### src/rtl/msi_pkg.sv
// Shared types for the MSI/MESI snoop controller: line state codes, snoop ops,
// FSM states and the snoop transition table.
package msi_pkg;

   typedef enum logic [1:0] {
      ST_INVALID   = 2'b00,
      ST_MODIFIED  = 2'b01,
      ST_SHARED    = 2'b10,
      ST_EXCLUSIVE = 2'b11
   } line_state_e;

   typedef enum logic [1:0] {
      OP_NOP        = 2'b00,
      OP_READ_MISS  = 2'b01,
      OP_WRITE_MISS = 2'b10,
      OP_INVALIDATE = 2'b11
   } snoop_op_e;

   typedef enum logic [1:0] {
      FSM_IDLE      = 2'd0,
      FSM_LOOKUP    = 2'd1,
      FSM_WRITEBACK = 2'd2,
      FSM_RESP      = 2'd3
   } fsm_state_e;

   typedef struct packed {
      logic hit;
      logic abort;
      logic shared;
      logic err;
   } resp_flags_t;

   typedef struct packed {
      line_state_e next_state;
      logic        update;
      logic        writeback;
      resp_flags_t flags;
   } snoop_action_t;

   // A miss or NOP leaves the line alone and reports nothing at all.
   function automatic snoop_action_t snoop_action(input logic        hit,
                                                  input line_state_e cur,
                                                  input snoop_op_e   op);
      snoop_action_t a;
      a.next_state = cur;
      a.update     = 1'b0;
      a.writeback  = 1'b0;
      a.flags      = '0;
      if (hit && op != OP_NOP) begin
         a.flags.hit = 1'b1;
         a.update    = 1'b1;
         case (cur)
            ST_MODIFIED: begin
               case (op)
                  OP_READ_MISS: begin
                     a.next_state   = ST_SHARED;
                     a.writeback    = 1'b1;
                     a.flags.abort  = 1'b1;
                     a.flags.shared = 1'b1;
                  end
                  OP_WRITE_MISS: begin
                     a.next_state  = ST_INVALID;
                     a.writeback   = 1'b1;
                     a.flags.abort = 1'b1;
                  end
                  default: begin
                     a.update    = 1'b0;
                     a.flags.err = 1'b1;
                  end
               endcase
            end
            ST_SHARED, ST_EXCLUSIVE: begin
               if (op == OP_READ_MISS) begin
                  a.next_state   = ST_SHARED;
                  a.flags.shared = 1'b1;
               end else begin
                  a.next_state = ST_INVALID;
               end
            end
            default: a.update = 1'b0;
         endcase
      end
      return a;
   endfunction

endpackage

### src/rtl/msi_snoop_controller_if.sv
// Bus-side bundle of the snoop controller: snoop request/response, write-back
// handshake and the local (processor-side) update path.
interface msi_snoop_controller_if #(
   parameter int INDEX_W = 4,
   parameter int TAG_W   = 8
);
   logic               snoop_valid;
   logic               snoop_ready;
   logic [1:0]         snoop_op;
   logic [INDEX_W-1:0] snoop_index;
   logic [TAG_W-1:0]   snoop_tag;

   logic               resp_valid;
   logic               resp_hit;
   logic               resp_abort;
   logic               resp_shared;
   logic               resp_err;

   logic               wb_valid;
   logic               wb_ready;
   logic [INDEX_W-1:0] wb_index;
   logic [TAG_W-1:0]   wb_tag;

   logic               local_valid;
   logic               local_ready;
   logic [INDEX_W-1:0] local_index;
   logic [TAG_W-1:0]   local_tag;
   logic [1:0]         local_state;

   modport master (
      output snoop_valid, snoop_op, snoop_index, snoop_tag, wb_ready,
             local_valid, local_index, local_tag, local_state,
      input  snoop_ready, resp_valid, resp_hit, resp_abort, resp_shared,
             resp_err, wb_valid, wb_index, wb_tag, local_ready
   );

   modport slave (
      input  snoop_valid, snoop_op, snoop_index, snoop_tag, wb_ready,
             local_valid, local_index, local_tag, local_state,
      output snoop_ready, resp_valid, resp_hit, resp_abort, resp_shared,
             resp_err, wb_valid, wb_index, wb_tag, local_ready
   );
endinterface

### src/rtl/msi_line_state_array.sv
// Per-line coherence state and tag storage: one sync-write / comb-read port,
// asynchronously cleared to INVALID with zero tags.
module msi_line_state_array
   import msi_pkg::*;
#(
   parameter int NUM_LINES = 16,
   parameter int INDEX_W   = $clog2(NUM_LINES),
   parameter int TAG_W     = 8
) (
   input  logic               clk,
   input  logic               rst_n,
   input  logic [INDEX_W-1:0] index,
   output line_state_e        rd_state,
   output logic [TAG_W-1:0]   rd_tag,
   input  logic               we,
   input  line_state_e        wr_state,
   input  logic [TAG_W-1:0]   wr_tag
);

   line_state_e      state_q [NUM_LINES];
   line_state_e      state_d [NUM_LINES];
   logic [TAG_W-1:0] tag_q   [NUM_LINES];
   logic [TAG_W-1:0] tag_d   [NUM_LINES];

   assign rd_state = state_q[index];
   assign rd_tag   = tag_q[index];

   // NOTE: whole-array defaults first, so no path through this block leaves a
   // bit unassigned and no latch is inferred.
   always_comb begin
      state_d = state_q;
      tag_d   = tag_q;
      if (we) begin
         state_d[index] = wr_state;
         tag_d[index]   = wr_tag;
      end
   end

   // NOTE: this storage is a flop array, not a RAM macro, so it takes the async
   // reset; every line must come up INVALID before the first snoop.
   // NOTE: non-blocking assignments keep every flop sampling pre-edge values.
   always_ff @(posedge clk or negedge rst_n) begin
      if (!rst_n) begin
         for (int i = 0; i < NUM_LINES; i++) begin
            state_q[i] <= ST_INVALID;
            tag_q[i]   <= '0;
         end
      end else begin
         state_q <= state_d;
         tag_q   <= tag_d;
      end
   end

endmodule

### src/rtl/msi_snoop_controller.sv
// Snoop-side coherence controller: serialises bus snoops through
// IDLE -> LOOKUP -> (WRITEBACK) -> RESP and arbitrates local state updates.
module msi_snoop_controller
   import msi_pkg::*;
#(
   parameter int NUM_LINES = 16,
   parameter int INDEX_W   = $clog2(NUM_LINES),
   parameter int TAG_W     = 8,
   parameter int MESI_EN   = 0
) (
   input logic                   clk,
   input logic                   rst_n,
   msi_snoop_controller_if.slave bus
);

   fsm_state_e         fsm_q,   fsm_d;
   snoop_op_e          op_q,    op_d;
   logic [INDEX_W-1:0] index_q, index_d;
   logic [TAG_W-1:0]   tag_q,   tag_d;
   resp_flags_t        flags_q, flags_d;
   line_state_e        pend_q,  pend_d;

   logic [INDEX_W-1:0] arr_index;
   logic               arr_we;
   line_state_e        arr_wr_state;
   logic [TAG_W-1:0]   arr_wr_tag;
   line_state_e        rd_state;
   logic [TAG_W-1:0]   rd_tag;
   logic               hit;
   snoop_action_t      action;
   line_state_e        local_state_eff;

   msi_line_state_array #(
      .NUM_LINES (NUM_LINES),
      .INDEX_W   (INDEX_W),
      .TAG_W     (TAG_W)
   ) u_array (
      .clk      (clk),
      .rst_n    (rst_n),
      .index    (arr_index),
      .rd_state (rd_state),
      .rd_tag   (rd_tag),
      .we       (arr_we),
      .wr_state (arr_wr_state),
      .wr_tag   (arr_wr_tag)
   );

   // Without MESI there is no EXCLUSIVE; a clean private line is just SHARED.
   always_comb begin
      local_state_eff = line_state_e'(bus.local_state);
      if (MESI_EN == 0 && local_state_eff == ST_EXCLUSIVE) begin
         local_state_eff = ST_SHARED;
      end
   end

   assign hit    = (rd_state != ST_INVALID) && (rd_tag == tag_q);
   assign action = snoop_action(hit, rd_state, op_q);

   always_comb begin
      fsm_d        = fsm_q;
      op_d         = op_q;
      index_d      = index_q;
      tag_d        = tag_q;
      flags_d      = flags_q;
      pend_d       = pend_q;
      arr_index    = index_q;
      arr_we       = 1'b0;
      arr_wr_state = pend_q;
      arr_wr_tag   = tag_q;
      case (fsm_q)
         FSM_IDLE: begin
            if (bus.snoop_valid) begin
               op_d    = snoop_op_e'(bus.snoop_op);
               index_d = bus.snoop_index;
               tag_d   = bus.snoop_tag;
               fsm_d   = FSM_LOOKUP;
            end else if (bus.local_valid) begin
               arr_index    = bus.local_index;
               arr_we       = 1'b1;
               arr_wr_state = local_state_eff;
               arr_wr_tag   = bus.local_tag;
            end
         end
         FSM_LOOKUP: begin
            flags_d = action.flags;
            pend_d  = action.next_state;
            if (action.writeback) begin
               fsm_d = FSM_WRITEBACK;
            end else begin
               arr_we       = action.update;
               arr_wr_state = action.next_state;
               fsm_d        = FSM_RESP;
            end
         end
         FSM_WRITEBACK: begin
            // The line only changes once the data has actually left the cache.
            if (bus.wb_ready) begin
               arr_we = 1'b1;
               fsm_d  = FSM_RESP;
            end
         end
         default: fsm_d = FSM_IDLE;
      endcase
   end

   always_ff @(posedge clk or negedge rst_n) begin
      if (!rst_n) begin
         fsm_q   <= FSM_IDLE;
         op_q    <= OP_NOP;
         index_q <= '0;
         tag_q   <= '0;
         flags_q <= '0;
         pend_q  <= ST_INVALID;
      end else begin
         fsm_q   <= fsm_d;
         op_q    <= op_d;
         index_q <= index_d;
         tag_q   <= tag_d;
         flags_q <= flags_d;
         pend_q  <= pend_d;
      end
   end

   assign bus.snoop_ready = (fsm_q == FSM_IDLE);
   assign bus.local_ready = (fsm_q == FSM_IDLE) && !bus.snoop_valid;

   assign bus.resp_valid  = (fsm_q == FSM_RESP);
   assign bus.resp_hit    = bus.resp_valid && flags_q.hit;
   assign bus.resp_abort  = bus.resp_valid && flags_q.abort;
   assign bus.resp_shared = bus.resp_valid && flags_q.shared;
   assign bus.resp_err    = bus.resp_valid && flags_q.err;

   assign bus.wb_valid = (fsm_q == FSM_WRITEBACK);
   assign bus.wb_index = bus.wb_valid ? index_q : '0;
   assign bus.wb_tag   = bus.wb_valid ? tag_q   : '0;

endmodule

### src/flat_wrapper.sv
// flat-port wrapper written by rule: the top's interface ports become plain ports
module msi_snoop_controller_flat import msi_pkg::*;
#(
   parameter int NUM_LINES = 16,
   parameter int INDEX_W   = $clog2(NUM_LINES),
   parameter int TAG_W     = 8,
   parameter int MESI_EN   = 0
)
  (clk, rst_n, bus_snoop_valid, bus_snoop_op, bus_snoop_index, bus_snoop_tag, bus_wb_ready, bus_local_valid, bus_local_index, bus_local_tag, bus_local_state, bus_snoop_ready, bus_resp_valid, bus_resp_hit, bus_resp_abort, bus_resp_shared, bus_resp_err, bus_wb_valid, bus_wb_index, bus_wb_tag, bus_local_ready);
  msi_snoop_controller_if #(.INDEX_W(INDEX_W), .TAG_W(TAG_W)) bus_i ();
  input logic clk;
  input logic rst_n;
  input wire logic [$bits(bus_i.snoop_valid)-1:0] bus_snoop_valid;
  input wire logic [$bits(bus_i.snoop_op)-1:0] bus_snoop_op;
  input wire logic [$bits(bus_i.snoop_index)-1:0] bus_snoop_index;
  input wire logic [$bits(bus_i.snoop_tag)-1:0] bus_snoop_tag;
  input wire logic [$bits(bus_i.wb_ready)-1:0] bus_wb_ready;
  input wire logic [$bits(bus_i.local_valid)-1:0] bus_local_valid;
  input wire logic [$bits(bus_i.local_index)-1:0] bus_local_index;
  input wire logic [$bits(bus_i.local_tag)-1:0] bus_local_tag;
  input wire logic [$bits(bus_i.local_state)-1:0] bus_local_state;
  output wire logic [$bits(bus_i.snoop_ready)-1:0] bus_snoop_ready;
  output wire logic [$bits(bus_i.resp_valid)-1:0] bus_resp_valid;
  output wire logic [$bits(bus_i.resp_hit)-1:0] bus_resp_hit;
  output wire logic [$bits(bus_i.resp_abort)-1:0] bus_resp_abort;
  output wire logic [$bits(bus_i.resp_shared)-1:0] bus_resp_shared;
  output wire logic [$bits(bus_i.resp_err)-1:0] bus_resp_err;
  output wire logic [$bits(bus_i.wb_valid)-1:0] bus_wb_valid;
  output wire logic [$bits(bus_i.wb_index)-1:0] bus_wb_index;
  output wire logic [$bits(bus_i.wb_tag)-1:0] bus_wb_tag;
  output wire logic [$bits(bus_i.local_ready)-1:0] bus_local_ready;
  assign bus_i.snoop_valid = bus_snoop_valid;
  assign bus_i.snoop_op = bus_snoop_op;
  assign bus_i.snoop_index = bus_snoop_index;
  assign bus_i.snoop_tag = bus_snoop_tag;
  assign bus_i.wb_ready = bus_wb_ready;
  assign bus_i.local_valid = bus_local_valid;
  assign bus_i.local_index = bus_local_index;
  assign bus_i.local_tag = bus_local_tag;
  assign bus_i.local_state = bus_local_state;
  assign bus_snoop_ready = bus_i.snoop_ready;
  assign bus_resp_valid = bus_i.resp_valid;
  assign bus_resp_hit = bus_i.resp_hit;
  assign bus_resp_abort = bus_i.resp_abort;
  assign bus_resp_shared = bus_i.resp_shared;
  assign bus_resp_err = bus_i.resp_err;
  assign bus_wb_valid = bus_i.wb_valid;
  assign bus_wb_index = bus_i.wb_index;
  assign bus_wb_tag = bus_i.wb_tag;
  assign bus_local_ready = bus_i.local_ready;
  msi_snoop_controller #(.NUM_LINES(NUM_LINES), .INDEX_W(INDEX_W), .TAG_W(TAG_W), .MESI_EN(MESI_EN)) u_core (.clk(clk), .rst_n(rst_n), .bus(bus_i));
endmodule
### config.mk
export PLATFORM = sky130hd
export DESIGN_NAME = msi_snoop_controller_flat
export DESIGN_NICKNAME = d
export VERILOG_FILES = /design/src/rtl/msi_pkg.sv /design/src/rtl/msi_snoop_controller_if.sv /design/src/rtl/msi_line_state_array.sv /design/src/rtl/msi_snoop_controller.sv /design/src/flat_wrapper.sv
export SDC_FILE = /design/constraint.sdc
export NUM_CORES = 1
export LEC_CHECK = 0
export CAP_MARGIN = 20
export CORE_MARGIN = 4
export CORE_UTILIZATION = 40
export DETAILED_ROUTE_END_ITERATION = 7
export SLEW_MARGIN = 5
export SYNTH_ARGS = -nofsm -noshare
export SYNTH_HDL_FRONTEND = slang
export SYNTH_SLANG_ARGS = --single-unit
### constraint.sdc
create_clock -name clk -period 10.1 [get_ports clk]
set_input_delay 2.02 -clock clk [delete_from_list [all_inputs] [get_ports clk]]
set_output_delay 2.02 -clock clk [all_outputs]
set_load 0.01 [all_outputs]
==> summary.txt, run 1 <==
Clocking
  – CTS tree: done
  – Post-CTS Setup Repair Bufs: 0
  – Post-CTS resize count: 0
  – Sink Count: between 150 and 200
  – Clock transition at path regs: 70 ps
  – Htree depth: 4
  – Inserted Clock Buffers: 17
  – Hold Buf Count CTS: 0
  – Clock Root Buffer: clkbuf_16
  – Clk Latency, worst-skew pair: 450 ps
  – CTS max path bufs: 2

Place
  – Placed cell areas: 11390 um2
  – Port Buffers: 52
  – Post-detail-place hpwl: approximately 20000 um
  – Routability Congestion: 0.8817

Global routing
  – Vias in the first global route: 7818
  – Antenna violations before repair: 0
  – GRT Util Overall: 0.2008
  – Global-route wire length before repair: 47040 um
  – GRT overflow: 0
  – Pin count of the biggest net entering global routing: 72

Power and ir drop
  – Power density over cell area: 310.1 nW/um2
  – VDD IR max: ~140 uV
  – Pleak: 5.313 nW
  – Post-route total power: 3.713 mW

Worst hold path
  – Min-delay worst type: reg2reg
  – Hold Path Depth: 1

Worst setup path
  – Worst Reg-to-Reg Cells: 12
  – Startpoint Class: input port
  – Arrival time worst endpoint: 7180 ps
  – Slowest stage delay, CP: 910 ps
  – Slowest CP cell: and3b_2
  – CP Max Fanout: 40
  – Crit Path Class: in2reg
  – Worst path most repeated cell: mux2_4
  – Endpoint class of the critical path: register
  – CP delay by family, top: simple AND/OR/NAND/NOR gates
  – Critical path depth: 11
  – Critical path buffer and inverter count: 1
  – CP required: ~10000 ps
  – Critical path cell sequence: clkdlybuf4s50_1 -> and3b_2 -> mux2_4 -> mux4_2 -> a21oi_2 -> nor2_1 -> mux2_4 -> nor4_1 -> a31o_2 -> and3_1 -> mux2_2

Logic synthesis
  – Share of the synthesized area in the top cell type: 0.4205
  – Mapped Area: approximately 11000 um2
  – Synth Flop Type: dfrtp_1
  – Cells after synthesis: 923
  – Synth Area in Compound Gates: 0.1034
  – Post-synthesis xor/xnor area fraction: 0.004852
  – Main combinational cell family by area after synthesis: multiplexers
  – Most common cell in the netlist: dfrtp_1
  – Simple-Gate Fraction of Synth Area: 0.1038
  – Synth cell count leaders: 182 x dfrtp_1, 96 x mux2_1, 85 x nand2_1
  – Multiplexer share of the synthesized area: 0.3087
  – Synth Area in Adders: 0.006931
  – Area contributors post-synth: dfrtp_1 42%, mux2_1 10%, mux4_2 9.1%
  – Syn Nets: 962
  – Synth cell types: 66
  – FFs w/ async S/R, synth: 1.000
  – Post-synthesis sequential area ratio: 0.4205
  – Number of synthesized flops with an enable pin: 0
  – Syn Area/Cell: about 12 um2
  – Yosys top cell by area: dfrtp_1
  – Yosys synthesis warning count: 0
  – #FFs+latches synth: 182

Die
  – Number of I/O pins: 53
  – Die Ht: 172.6 um
  – Die X: 172.6 um
  – Initial core utilization: 0.4110
  – FP Rows: between 50 and 60
  – Core footprint: 26350 um2
  – Die area: 29780 um2

Timing
  – Worst-case hold slack: ~480 ps
  – Min Tclk post-route: 6856 ps
  – RSZ-0062 raised after global routing: no
  – Max-Slew Margin vs Limit: 0.3534
  – Slew @ Worst Pin: 969.8 ps
  – Worst Skew: 11.75 ps
  – Final setup viols: 0
  – Hold Vio Cnt, Final: 0
  – Fmax: ~0.15 GHz
  – Final setup TNS: 0 ps
  – Final worst path period share: 0.6788
  – Fin. max-slew vios: 0

Route
  – Antenna viol nets, final: 0
  – Vias: 7663
  – Drt first-iter violations: 550
  – Routed WL: around 30000 um
  – Via density: between 5 and 6
  – Routed WL per cell: about 23 um
  – Initial DRT Pass Iterations: 5
  – DRC viols: 0

Finish
  – Design Area, Final: 11980 um2
  – Area growth from synthesis to layout: 10.56%
  – Layout net count: between 900 and 1k
  – # diodes: 0
  – Share of layout cells above drive strength 1: 0.1896

Outcome
  – Status: completed

Flow run
  – Max-Cap Viols: 0
## placed cells by master, fill, tap and decap left out, types with 17 or more instances in the layout
cell,netlist,layout
a211oi_1,23,23
a21oi_1,26,26
and2_1,30,30
clkbuf_16,0,17
clkdlybuf4s50_1,0,50
dfrtp_1,182,181
inv_1,24,24
mux2_1,96,96
mux2_2,54,54
mux2i_1,44,43
mux4_2,44,44
nand2_1,85,85
nor2_1,33,33
o21ai_0,30,30
## final timing paths
| check | endpoint | slack [ps] | start |
|---|---|---|---|
| max | u_core.u_array.tag_q[20] | 3240 | bus_snoop_valid |
| min | u_core.u_array.tag_q[108] | 480 | u_core.u_array.tag_q[108] |
| max reg2reg | u_core.u_array.tag_q[20] | 4400 | u_core.fsm_q[1] |
| min reg2reg | u_core.u_array.tag_q[108] | 480 | u_core.u_array.tag_q[108] |
| max in group asynchronous | u_core.u_array.tag_q[21] | 7270 | rst_n |
| min in group asynchronous | u_core.pend_q[1] | 1510 | rst_n |
## layer usage
metal  vias to the layer above  GRT usage  routed length (um)
met5                         -          0                   0
met2                       209     0.3185               13670
met3                        41    0.03515                1505
li1                       3438          -                   -
met4                         0    0.05955                 603
met1                      3975     0.2848               13780
## where the power goes
group | leakage (nW) | internal (mW) | switching, mW | total, mW
logic | 2.65 | 0.780 | 1.03 | 1.81
registers | 2.38 | 1.00 | 0.234 | 1.24
clock network | 0.287 | 0.331 | 0.336 | 0.667
## cells by family after synthesis
family / after synthesis
muxes: 253
and+or+nand+nor: 222
DFF: 182
AOI/OAI and AO/OA: 155
buffers and inverters: 99
xor gates and xnor gates: 6
adders and majority gates: 6
## layout make-up
cell class / count / area, um2
inverter: 24 / 90.09
tap: 335 / 419.2
clock buffer: 17 / 425.4
fill: 2445 / 14380
sequential: 182 / 4556
clock inverter: 15 / 157.7
multi-input combinational: 642 / 5720
timing repair buffer: 64 / 606.8
## worst reg2reg max path: stages (launching register included)
cell	delay, ps
dfrtp_1	400
inv_1	110
ha_1	420
and3b_2	900
mux2_4	570
mux4_2	370
a21oi_2	250
nor2_1	70
mux2_4	300
nor4_1	380
a31o_2	680
and3_1	710
mux2_2	410
## flip-flops by register name, summed over array words and instances (netlist names)
| signal | cells |
|---|---|
| u_core.tag_q | 8 |
| u_core.pend_q | 2 |
| u_core.u_array.state_q | 32 |
| u_core.op_q | 2 |
| u_core.flags_q | 4 |
| u_core.fsm_q | 2 |
| u_core.u_array.tag_q | 128 |
| u_core.index_q | 4 |
## through the flow
step                worst slack (ps)  utilization  cells
floorplan                       5253            -    923
detailed placement              2893       0.4323   1247
global route                    2910       0.4544   1279
finish                          3244       0.4544   1279
global placement                2892       0.4323   1247
CTS                             3321       0.4544   1279
(Power assumes the default switching activity.)
==> run 2, diff against run 1 <==
Clock period 10.1 ns to 5.7 ns, I/O delays scaled along.
==> run 2 against run 1 <==
Compared with the run above:
- highest routed layer unchanged
- largest power group unchanged
- first-iteration DRC count rose by 26%
- cell area rose by 3.6%
- sequential share of layout area shrank 1.3 points
- clock power up 84%
- routed wire length is 3.7% higher
- die area did not move
==> summary.txt, run 2 (synthesis results as in run 1) <==
Finish
  – Commonest cells after routing, fill and taps aside: 181 x dfrtp_1, 96 x mux2_1, 85 x nand2_1 (unchanged)
  – Largest registers: u_core.u_array.tag_q x128, u_core.u_array.state_q x32, u_core.tag_q x8 (unchanged)
  – Finished Layout Cells: 1326 (was 1279)
  – Most common cell after layout, fill and taps aside: dfrtp_1 (unchanged)
  – Layout net count: 1017 (was 970)
  – Utilization after layout: 0.4707 (was 0.4544)
  – Largest register FFs: 128 (unchanged)
  – # diodes: 0 (unchanged)
  – Area growth from synthesis to layout: 14.52% (was 10.56%)
  – Share of layout cells above drive strength 1: 0.2270 (was 0.1896)
  – Most flops, register: u_core.u_array.tag_q (unchanged)

Timing
  – Fmax: a little under 0.2 GHz
  – Final setup margin: 660.0 ps (was 3244 ps)
  – Final setup TNS: 0 ps (unchanged)
  – Min Tclk post-route: 5040 ps
  – Worst Skew: 12.88 ps (was 11.75 ps)
  – Final worst path period share: 0.8842
  – Slew @ Worst Pin: 1031 ps (was 969.8 ps)
  – Fin. max-slew vios: 0 (unchanged)
  – Hold Vio Cnt, Final: 0 (unchanged)
  – Max-Slew Margin vs Limit: 0.3124 (was 0.3534)
  – RSZ-0062 raised after global routing: no (unchanged)
  – Final setup viols: 0 (unchanged)

Worst setup path
  – Startpoint Class: input port (unchanged)
  – Endpoint class of the critical path: register (unchanged)
  – Worst Reg-to-Reg Cells: 13 (was 12)
  – CP required: 6030 ps (was 10420 ps)
  – Reg2reg end: u_core.u_array.tag_q[87] (was u_core.u_array.tag_q[20])
  – Arrival time worst endpoint: 5370 ps (was 7180 ps)
  – RR Startpoint: u_core.fsm_q[0] (was u_core.fsm_q[1])
  – R2R setup slack: 950 ps (was 4400 ps)
  – Crit Path Class: in2reg (unchanged)
  – CP Max Fanout: 23 (was 40)

Die
  – Die area: 29780 um2 (unchanged)
  – Core footprint: 26350 um2 (unchanged)
  – Die X: 172.6 um (unchanged)
  – Die Ht: 172.6 um (unchanged)
  – Initial core utilization: 0.4110 (unchanged)
  – Number of I/O pins: 53 (unchanged)
  – FP Rows: 59 (unchanged)

Route
  – Routed WL per cell: 23.11 um (about the same)
  – DRC viols: 0 (unchanged)
  – Routed WL: 30640 um (was 29560 um)
  – Via density: 5.909 (was 5.991)
  – Drt first-iter violations: 694 (was 550)
  – Initial DRT Pass Iterations: 7 (was 5)
  – Antenna viol nets, final: 0 (unchanged)
  – Vias: 7835 (was 7663)

Power and ir drop
  – Post-route total power: 6.838 mW (was 3.713 mW)
  – Pleak: 5.580 nW (was 5.313 nW)
  – Power density over cell area: 551.3 nW/um2 (was 310.1 nW/um2)
  – VDD IR max: 213.2 uV (was 140.2 uV)

Clocking
  – CTS tree: done (unchanged)
  – Post-CTS Setup Repair Bufs: 0 (unchanged)
  – Post-CTS resize count: 0 (unchanged)
  – Hold Buf Count CTS: 0 (unchanged)
  – Htree depth: 4 (unchanged)
  – CTS max path bufs: 2 (unchanged)
  – Clk Latency, worst-skew pair: 440 ps (was 450 ps)
  – Inserted Clock Buffers: 17 (unchanged)
  – Sink Count: 182 (unchanged)
  – Clock Root Buffer: clkbuf_16 (unchanged)
  – Clock transition at path regs: 80 ps (was 70 ps)

Outcome
  – Status: completed (unchanged)

Place
  – Routability Congestion: 0.9128 (was 0.8817)
  – Port Buffers: 52 (unchanged)
  – Worst slack at placement: 206.3 ps (was 2893 ps)
  – Post-detail-place hpwl: 21950 um (was 19930 um)
  – Placed Cells: 1294 (was 1247)

Worst hold path
  – Min-delay worst type: reg2reg (unchanged)
  – Hold Path End: u_core.flags_q[2] (was u_core.u_array.tag_q[108])
  – Hold Startpoint: u_core.flags_q[2] (was u_core.u_array.tag_q[108])
  – Hold Path Depth: 1 (unchanged)

Global routing
  – GRT overflow: 0 (unchanged)
  – Pin count of the biggest net entering global routing: 94 (was 72)
  – Antenna violations before repair: 0 (unchanged)
  – Vias in the first global route: 7764 (was 7818)
  – GRT Util Overall: 0.2049 (was 0.2008)
  – Global-route wire length before repair: 47550 um (was 47040 um)

Flow run
  – Max-Cap Viols: 0 (unchanged)
## run 2: per-stage QoR
| stage | hold WS [ps] | cell area [um2] |
|---|---|---|
| floorplan | 445.6 | 10830 |
| global placement | 463.3 | 11780 |
| detailed placement | 466.9 | 11780 |
| CTS | 485.9 | 12400 |
| global route | 495.3 | 12400 |
| finish | 479.6 | 12400 |
## run 2: how the worst max path moves through the flow
stage,from,end,slack [ps]
final,bus_snoop_valid,u_core.u_array.tag_q[87],660
after detailed placement,bus_snoop_valid,u_core.u_array.tag_q[87],210
after CTS,bus_snoop_valid,u_core.u_array.tag_q[87],670
after global routing,bus_snoop_valid,u_core.u_array.tag_q[80],410
after floorplan,bus_snoop_valid,u_core.u_array.tag_q[62],1730
after global placement,bus_snoop_valid,u_core.u_array.tag_q[81],270
## run 2: report_power, final
group | switching, mW | internal [mW] | total (mW)
Sequential | 0.488 | 1.78 | 2.26
Combinational | 1.84 | 1.50 | 3.34
Clock | 0.598 | 0.636 | 1.23
## run 2: area by class of cell
| class | instances | area (um2) |
|---|---|---|
| fill | 2396 | 13950 |
| multi-input combinational | 642 | 5717 |
| sequential | 182 | 4556 |
| timing repair buffer | 111 | 997.2 |
| clock buffer | 17 | 425.4 |
| tap | 335 | 419.2 |
| clock inverter | 15 | 200.2 |
| inverter | 24 | 90.09 |
## run 2: routing by layer
metal	track usage	routed length, um	vias to the layer above
met5	0	0	-
met4	0.06287	646	0
met3	0.04301	1697	54
met2	0.3289	14310	250
met1	0.2818	13990	3999
li1	-	-	3532
## run 2: critical path: stages
cell and delay [ps]:
clkdlybuf4s50_1 510, and3b_2 480, mux2_4 460, buf_4 200, mux4_2 280, mux2i_1 270
a221o_1 220, a22oi_2 90, nor4_1 280, a31o_2 480, and3_1 540, mux2_2 390
